**config.mk**
```make
export PLATFORM = sky130hd
export DESIGN_NAME = bcd_timekeeper
export DESIGN_NICKNAME = d
export VERILOG_FILES = /design/src/rtl/watch_pkg.sv /design/src/rtl/tick_gen.sv /design/src/rtl/bcd_timekeeper.sv
export SDC_FILE = /design/constraint.sdc
export NUM_CORES = 1
export LEC_CHECK = 0
export ABC_AREA = 0
export CAP_MARGIN = 20
export CORE_MARGIN = 8
export CORE_UTILIZATION = 53
export DETAILED_ROUTE_END_ITERATION = 10
export GPL_ROUTABILITY_DRIVEN = 0
export PLACE_DENSITY = 0.8
export SLEW_MARGIN = 0
export SYNTH_ARGS = -nofsm -noshare
export SYNTH_HDL_FRONTEND = slang
export SYNTH_HIERARCHICAL = 1
export SYNTH_SLANG_ARGS = --single-unit
```
**constraint.sdc**
```tcl
create_clock -name clk -period 11.75 [get_ports clk]
set_input_delay 2.35 -clock clk [delete_from_list [all_inputs] [get_ports clk]]
set_output_delay 2.35 -clock clk [all_outputs]
set_load 0.005 [all_outputs]
```
**src/rtl/watch_pkg.sv**
```systemverilog
// ----------------------------------------------------------------------------
// watch_pkg
// Shared types and limits for the BCD timekeeper.
//   bcd_t        : one BCD digit (4 bits)
//   time_t       : packed hh:mm:ss digits plus PM flag
//   hour_mode_e  : 24-hour or 12-hour (AM/PM) counting
//   *_MAX/_MIN   : digit and hour limits used by the cascade and load checks
//   tens_units_ok / hour_ok : legality checks for loaded digit pairs
// ----------------------------------------------------------------------------
package watch_pkg;

   typedef logic [3:0] bcd_t;

   typedef struct packed {
      bcd_t h10;
      bcd_t h1;
      bcd_t m10;
      bcd_t m1;
      bcd_t s10;
      bcd_t s1;
      logic pm;
   } time_t;

   typedef enum logic {
      HOUR_24 = 1'b0,
      HOUR_12 = 1'b1
   } hour_mode_e;

   localparam bcd_t       SEC_TENS_MAX = 4'd5;
   localparam bcd_t       UNITS_MAX    = 4'd9;
   localparam logic [7:0] HOUR24_MAX   = 8'd23;
   localparam logic [7:0] HOUR12_MIN   = 8'd1;
   localparam logic [7:0] HOUR12_MAX   = 8'd12;

   // Seconds/minutes pair: tens 0..5, units 0..9.
   function automatic logic tens_units_ok(bcd_t tens, bcd_t units);
      return (tens <= SEC_TENS_MAX) && (units <= UNITS_MAX);
   endfunction

   // Hour pair legal for the selected mode (00..23 or 01..12).
   function automatic logic hour_ok(hour_mode_e mode, bcd_t h10, bcd_t h1);
      logic [7:0] hv;
      if ((h10 > UNITS_MAX) || (h1 > UNITS_MAX))
         return 1'b0;
      hv = ({4'd0, h10} * 8'd10) + {4'd0, h1};
      if (mode == HOUR_24)
         return hv <= HOUR24_MAX;
      return (hv >= HOUR12_MIN) && (hv <= HOUR12_MAX);
   endfunction

endpackage

```
**src/rtl/tick_gen.sv**
```systemverilog
// ----------------------------------------------------------------------------
// tick_gen
// Prescaler producing one tick every CLK_DIV enabled clock cycles.
//   clk  : rising-edge clock
//   rst  : synchronous active-high reset, clears the count
//   en   : count enable; 0 freezes the count and suppresses tick
//   clr  : synchronous clear (restarts the second); suppresses tick
//   tick : high for the cycle in which the count sits at CLK_DIV-1
// ----------------------------------------------------------------------------
module tick_gen #(
   parameter int unsigned CLK_DIV = 50_000_000
) (
   input  logic clk,
   input  logic rst,
   input  logic en,
   input  logic clr,
   output logic tick
);

   localparam int unsigned          CNT_W   = $clog2(CLK_DIV);
   localparam logic [CNT_W-1:0]     CNT_MAX = CNT_W'(CLK_DIV - 1);

   logic [CNT_W-1:0] cnt;
   logic             at_max;

   assign at_max = (cnt == CNT_MAX);

   // NOTE: clocked state uses non-blocking (<=) so every register samples
   // pre-edge values; blocking here would create order-dependent races.
   always_ff @(posedge clk) begin
      if (rst)
         cnt <= '0;
      else if (clr)
         cnt <= '0;
      else if (en)
         cnt <= at_max ? '0 : cnt + CNT_W'(1);
   end

   // A cleared second never reports its wrap, so a load discards it.
   assign tick = en && at_max && !clr;

endmodule

```
**src/rtl/bcd_timekeeper.sv**
```systemverilog
// ----------------------------------------------------------------------------
// bcd_timekeeper
// BCD hh:mm:ss clock with 24h or 12h (AM/PM) counting and checked time load.
//   clk, rst            : rising-edge clock, synchronous active-high reset
//   en                  : count enable (freezes prescaler and time when 0)
//   load, ld_*          : one-cycle time-set strobe and BCD digits to load
//   ld_pm               : PM flag to load (12h mode only)
//   hour_10..sec1, pm   : registered BCD time and PM flag
//   tick_1hz            : one-cycle pulse per elapsed second
//   load_err            : one-cycle pulse when a load carried illegal digits
// ----------------------------------------------------------------------------
module bcd_timekeeper
   import watch_pkg::*;
#(
   parameter int unsigned CLK_DIV  = 50_000_000,
   parameter bit          MODE_12H = 1'b0
) (
   input  logic       clk,
   input  logic       rst,
   input  logic       en,
   input  logic       load,
   input  logic [3:0] ld_hour_10,
   input  logic [3:0] ld_hour1,
   input  logic [3:0] ld_min_10,
   input  logic [3:0] ld_min1,
   input  logic [3:0] ld_sec_10,
   input  logic [3:0] ld_sec1,
   input  logic       ld_pm,
   output logic [3:0] hour_10,
   output logic [3:0] hour1,
   output logic [3:0] min_10,
   output logic [3:0] min1,
   output logic [3:0] sec_10,
   output logic [3:0] sec1,
   output logic       pm,
   output logic       tick_1hz,
   output logic       load_err
);

   localparam hour_mode_e MODE = MODE_12H ? HOUR_12 : HOUR_24;

   // Midnight shows as 12:00:00 AM in 12h mode.
   localparam time_t RST_TIME = '{
      h10: (MODE == HOUR_12) ? 4'd1 : 4'd0,
      h1 : (MODE == HOUR_12) ? 4'd2 : 4'd0,
      m10: 4'd0, m1: 4'd0, s10: 4'd0, s1: 4'd0, pm: 1'b0
   };

   time_t cur_q;
   time_t nxt;
   time_t ld_time;
   logic  load_ok;
   logic  load_acc;
   logic  sec_wrap;
   logic  min_wrap;

   // ---------------- load check ----------------
   assign load_ok  = tens_units_ok(ld_sec_10, ld_sec1)
                  && tens_units_ok(ld_min_10, ld_min1)
                  && hour_ok(MODE, ld_hour_10, ld_hour1);
   assign load_acc = load && load_ok;

   assign ld_time = '{
      h10: ld_hour_10, h1: ld_hour1,
      m10: ld_min_10,  m1: ld_min1,
      s10: ld_sec_10,  s1: ld_sec1,
      pm : (MODE == HOUR_12) ? ld_pm : 1'b0
   };

   // ---------------- prescaler ----------------
   tick_gen #(
      .CLK_DIV(CLK_DIV)
   ) u_tick_gen (
      .clk (clk),
      .rst (rst),
      .en  (en),
      .clr (load_acc),
      .tick(tick_1hz)
   );

   // ---------------- digit cascade ----------------
   assign sec_wrap = (cur_q.s10 == SEC_TENS_MAX) && (cur_q.s1 == UNITS_MAX);
   assign min_wrap = (cur_q.m10 == SEC_TENS_MAX) && (cur_q.m1 == UNITS_MAX);

   // NOTE: nxt starts as a full copy of cur_q so every path assigns every
   // field; without that default this block would infer latches.
   always_comb begin
      nxt = cur_q;

      if (cur_q.s1 == UNITS_MAX) begin
         nxt.s1  = '0;
         nxt.s10 = sec_wrap ? '0 : cur_q.s10 + 4'd1;
      end else begin
         nxt.s1 = cur_q.s1 + 4'd1;
      end

      if (sec_wrap) begin
         if (cur_q.m1 == UNITS_MAX) begin
            nxt.m1  = '0;
            nxt.m10 = min_wrap ? '0 : cur_q.m10 + 4'd1;
         end else begin
            nxt.m1 = cur_q.m1 + 4'd1;
         end
      end

      if (sec_wrap && min_wrap) begin
         if (MODE == HOUR_24) begin
            if (cur_q.h10 == 4'd2 && cur_q.h1 == 4'd3) begin
               nxt.h10 = '0;
               nxt.h1  = '0;
            end else if (cur_q.h1 == UNITS_MAX) begin
               nxt.h10 = cur_q.h10 + 4'd1;
               nxt.h1  = '0;
            end else begin
               nxt.h1 = cur_q.h1 + 4'd1;
            end
         end else begin
            // 12h: 11 -> 12 flips AM/PM, 12 -> 01 keeps it.
            if (cur_q.h10 == 4'd1 && cur_q.h1 == 4'd1) begin
               nxt.h1 = 4'd2;
               nxt.pm = ~cur_q.pm;
            end else if (cur_q.h10 == 4'd1 && cur_q.h1 == 4'd2) begin
               nxt.h10 = '0;
               nxt.h1  = 4'd1;
            end else if (cur_q.h1 == UNITS_MAX) begin
               nxt.h10 = 4'd1;
               nxt.h1  = '0;
            end else begin
               nxt.h1 = cur_q.h1 + 4'd1;
            end
         end
      end
   end

   // ---------------- time register ----------------
   always_ff @(posedge clk) begin
      if (rst) begin
         cur_q    <= RST_TIME;
         load_err <= 1'b0;
      end else begin
         load_err <= load && !load_ok;
         if (load_acc)
            cur_q <= ld_time;
         else if (tick_1hz)
            cur_q <= nxt;
      end
   end

   assign hour_10 = cur_q.h10;
   assign hour1   = cur_q.h1;
   assign min_10  = cur_q.m10;
   assign min1    = cur_q.m1;
   assign sec_10  = cur_q.s10;
   assign sec1    = cur_q.s1;
   assign pm      = cur_q.pm;

endmodule

```
==> results.ini <==
[clock_tree]
cts_resized=0
worst_skew_late_latency_ns=0.31
cts-buffers-inserted=5
clock-root-buffer=clkbuf_8
cts.reportedPaths.clkPinSlew_ns=0.08
clock_tree_from_tritoncts=yes
cts-htree-levels=2
cts.sink_count=51
holdBufCountCts=0
cts.path.max_buffers=2
cts.repair_timing.setup_buffer_count=0

[worst_setup_path]
start_kind=input port
cp.arrival_ns=5.76
timing.setup.critical_path_class=input port to output pin
worst_path_top_cell_family_by_delay=buffers and inverters
critical_path.max_fanout=6
critical_path.slowest_cell=clkdlybuf4s50_1
timing.critical_path.cells=clkdlybuf4s50_1 > ha_1 > ha_1 > fa_1 > xnor2_1 > nor2b_1 > mux2i_1 > nor3_1 > and3_1 > nor4_1 > buf_4 > clkdlybuf4s50_1
cpPeakStageDelay_ns=0.55
critPathRequiredTime_ns=9.40
critPathBufInv=3
setup.worst_path.end_class=output pin

[floorplanning]
initial_core_utilization_pct=53.93
core.rowCount=29
dieArea_um2=9157
core_box_area_um2=6241
ios=56
floorplan.die.width_um=95.69
floorplan.die.height_um=95.69

[synth]
synth_register_bits=51
synth_fa_ha_area_share_pct=7.509
synth_ff_type=dfxtp_1
synth_top_family_by_area=simple AND/OR/NAND/NOR gates
synth.avg_cell_area_um2=8.435
synthesis.instances=399
synth.yosys.seq_area_share_pct=30.33
synth_warnings=6
synth_area_leaders=dfxtp_1 (30%), a211oi_2 (7.1%), ha_1 (6.3%), a21oi_1 (5.5%), o21ai_0 (3.6%)
synth.net_count=447
simple_gate_fraction_of_synth_area_pct=26.69
yosysTopAreaCellShare_pct=30.33
async_flop_share_pct=0
synth_area_um2=3366
synth_xor_area_share_pct=5.465
yosys.cell_types.count=59
yosys-mux-area-fraction_pct=1.227
synth.largest_area_cell=dfxtp_1
synth_edf_count=0
synth_compound_gate_area_share_pct=22.16

[route]
postRouteAntennaNets=0
firstDrtPassIters=5
vias_per_cell=6.055
totalWireLength_um=8258
number_of_vias_after_detailed_routing=3173
avgRoutedWirePerCell_um=15.76
drt-initial-drc-count=224
drc=0

[sta]
slew_violations=0
max_freq_ghz=0.1234
report.final.hold_viol_count=0
final_period_minus_worst_setup_slack_ns=8.106
totalNegativeSetupSlack_ns=0
slew-limit-headroom_pct=50.75
finalWorstSetupSlack_ns=3.644
unrepaired_setup_endpoints_after_global_routing=false
finalSetupViolCount=0
period_share_pct=68.99
worst_clock_skew_on_the_final_layout_ns=0.01100
worst_pin_slew_ns=0.7343
fin_worst_hold_slack_ns=0.4974

[power_and_ir_drop]
power.density_nw_per_um2=78.20
cell_internal_pwr_mw=0.2355
sequentialPowerShare_pct=55.9
peakVddDrop_mv=0.05328
p_leak_nw=1.473
p_comb_share_pct=12.6
switching_share_pct=24.88
power_switching_mw=0.07801
power.share.clock_pct=31.5

[grt]
grt.total_usage_pct=18.39
via_count_of_the_first_global_routing_pass=3052
grt_pass1_wl_um=13920
grt_max_degree=28
grt_antenna_before_repair=0
grt_overflow=0

[finish]
register_area_um2=1021
multi_input_comb_area_um2=2126
layout-area-overhead-vs-synth_pct=19.11
fin_cells=524
design.final.nets=494
inserted_diodes=0
fill_cells=554
layout-drive-gt1-share_pct=9.843

[placement]
numPlacedInstances=516
numPortBuffers=53
dpl.hpwl_um=6073
pre_cts_ws_ns=3.659

[status]
outcome=finished clean

[flow_run]
max_cap_viol_count=0

[worst_hold_path]
min-delay-path-class=flop to flop

## cell families (layout without fill, tap and decap cells)
group,count (synthesis),in the layout
simple gates,148,148
compound gates,106,106
flops,51,51
buf+inv,49,97
xor+xnor,21,21
fa+ha+maj,19,19
mux,4,4
other cells,1,1
## tightest hold or removal path: cells and delay by family, from the launching register on
kind / cells / cell delay, ns
flip-flops: 1 / 0.34
AO/OA/AOI/OAI: 2 / 0.13
## cells in the mapped netlist, types with 2 or more instances
library cell  number
dfxtp_1           51
a21oi_1           37
inv_1             31
nor2_1            25
o21ai_0           24
nand2_1           22
a211oi_2          19
ha_1              17
nand4_1           17
xnor2_1           12
nand3_1           10
nor3_1             9
o31ai_1            9
or3_1              9
xor2_1             9
and3_1             8
clkbuf_1           8
a211oi_1           5
nor2b_1            5
or4_1              5
and2_1             4
buf_2              4
nor4_1             4
and3b_1            3
and4_1             3
buf_6              3
mux2i_1            3
a21o_1             2
and4_2             2
and4b_1            2
buf_4              2
fa_1               2
nand2b_1           2
nand4_2            2
nand4b_1           2
nor3b_1            2
o211ai_1           2
or4_4              2
## metal layers
metal | wire length, um | global-route usage (%) | vias to the layer above | part of all wire [%]
met5 | 0 | 0 | - | 0
met4 | 51 | 3.969 | 0 | 0.62
met3 | 448 | 3.354 | 5 | 5.4
met2 | 4026 | 32.06 | 86 | 49
met1 | 3731 | 23.01 | 1529 | 45
li1 | - | - | 1553 | -
## final timing paths
kind                                         start                 end  slack, ns  depth (start not counted)
worst max-delay path                 ld_hour_10[3]            tick_1hz       3.64                         12
worst min-delay path            u_tick_gen/cnt[22]  u_tick_gen/cnt[22]       0.50                          2
worst max register to register   u_tick_gen/cnt[0]          hour_10[0]       8.58                         11
worst min register to register  u_tick_gen/cnt[22]  u_tick_gen/cnt[22]       0.50                          2
## cell usage in the layout (no fill, tap or decap), types with 3 or more instances in the layout
master / netlist / routed
a211oi_1: 5 / 5
a211oi_2: 19 / 19
a21oi_1: 37 / 37
and2_1: 4 / 4
and3_1: 8 / 8
and3b_1: 3 / 3
and4_1: 3 / 3
buf_4: 2 / 5
clkbuf_8: 0 / 5
clkdlybuf4s50_1: 0 / 53
dfxtp_1: 51 / 51
ha_1: 17 / 17
inv_1: 31 / 31
mux2i_1: 3 / 3
nand2_1: 22 / 22
nand3_1: 10 / 10
nand4_1: 17 / 17
nor2_1: 25 / 25
nor2b_1: 5 / 5
nor3_1: 9 / 9
nor4_1: 4 / 4
o21ai_0: 24 / 24
o31ai_1: 9 / 9
or3_1: 9 / 9
or4_1: 5 / 5
xnor2_1: 12 / 12
xor2_1: 9 / 9
## cell type report
cell class                      count  share of cell area [%]
Timing Repair Buffer               58                   14.17
Multi-Input combinational cell    299                   53.03
Clock buffer                        7                   1.904
Tap cell                           77                   2.403
Sequential cell                    51                   25.47
Clock inverter                      1                  0.1248
Inverter                           31                   2.903
## registers in the layout, summed over array words and instances, names as in the netlist
| signal | count |
|---|---|
| load_err | 1 |
| sec1 | 4 |
| u_tick_gen/cnt | 26 |
| sec_10 | 4 |
| hour1 | 4 |
| min_10 | 4 |
| min1 | 4 |
| hour_10 | 4 |
## per-stage QoR
stage                     area (um2)  power, mW  utilization (%)
final                           4009     0.3135            64.23
after detailed placement        3928     0.2188            62.93
after global placement          3928     0.2177            62.93
after global routing            4009     0.3252            64.23
after CTS                       4009     0.3157            64.23
after floorplan                 3366     0.2026                -
## power groups by stage
stage / registers (mW) / logic [mW] / clock network [mW]
global placement: 0.179 / 0.0385 / 0
detailed placement: 0.179 / 0.0395 / 0
finish: 0.175 / 0.0395 / 0.0988
global route: 0.175 / 0.0434 / 0.106
floorplan: 0.179 / 0.0235 / 0
CTS: 0.175 / 0.0397 / 0.101
Power figures use the tool's default switching activity.
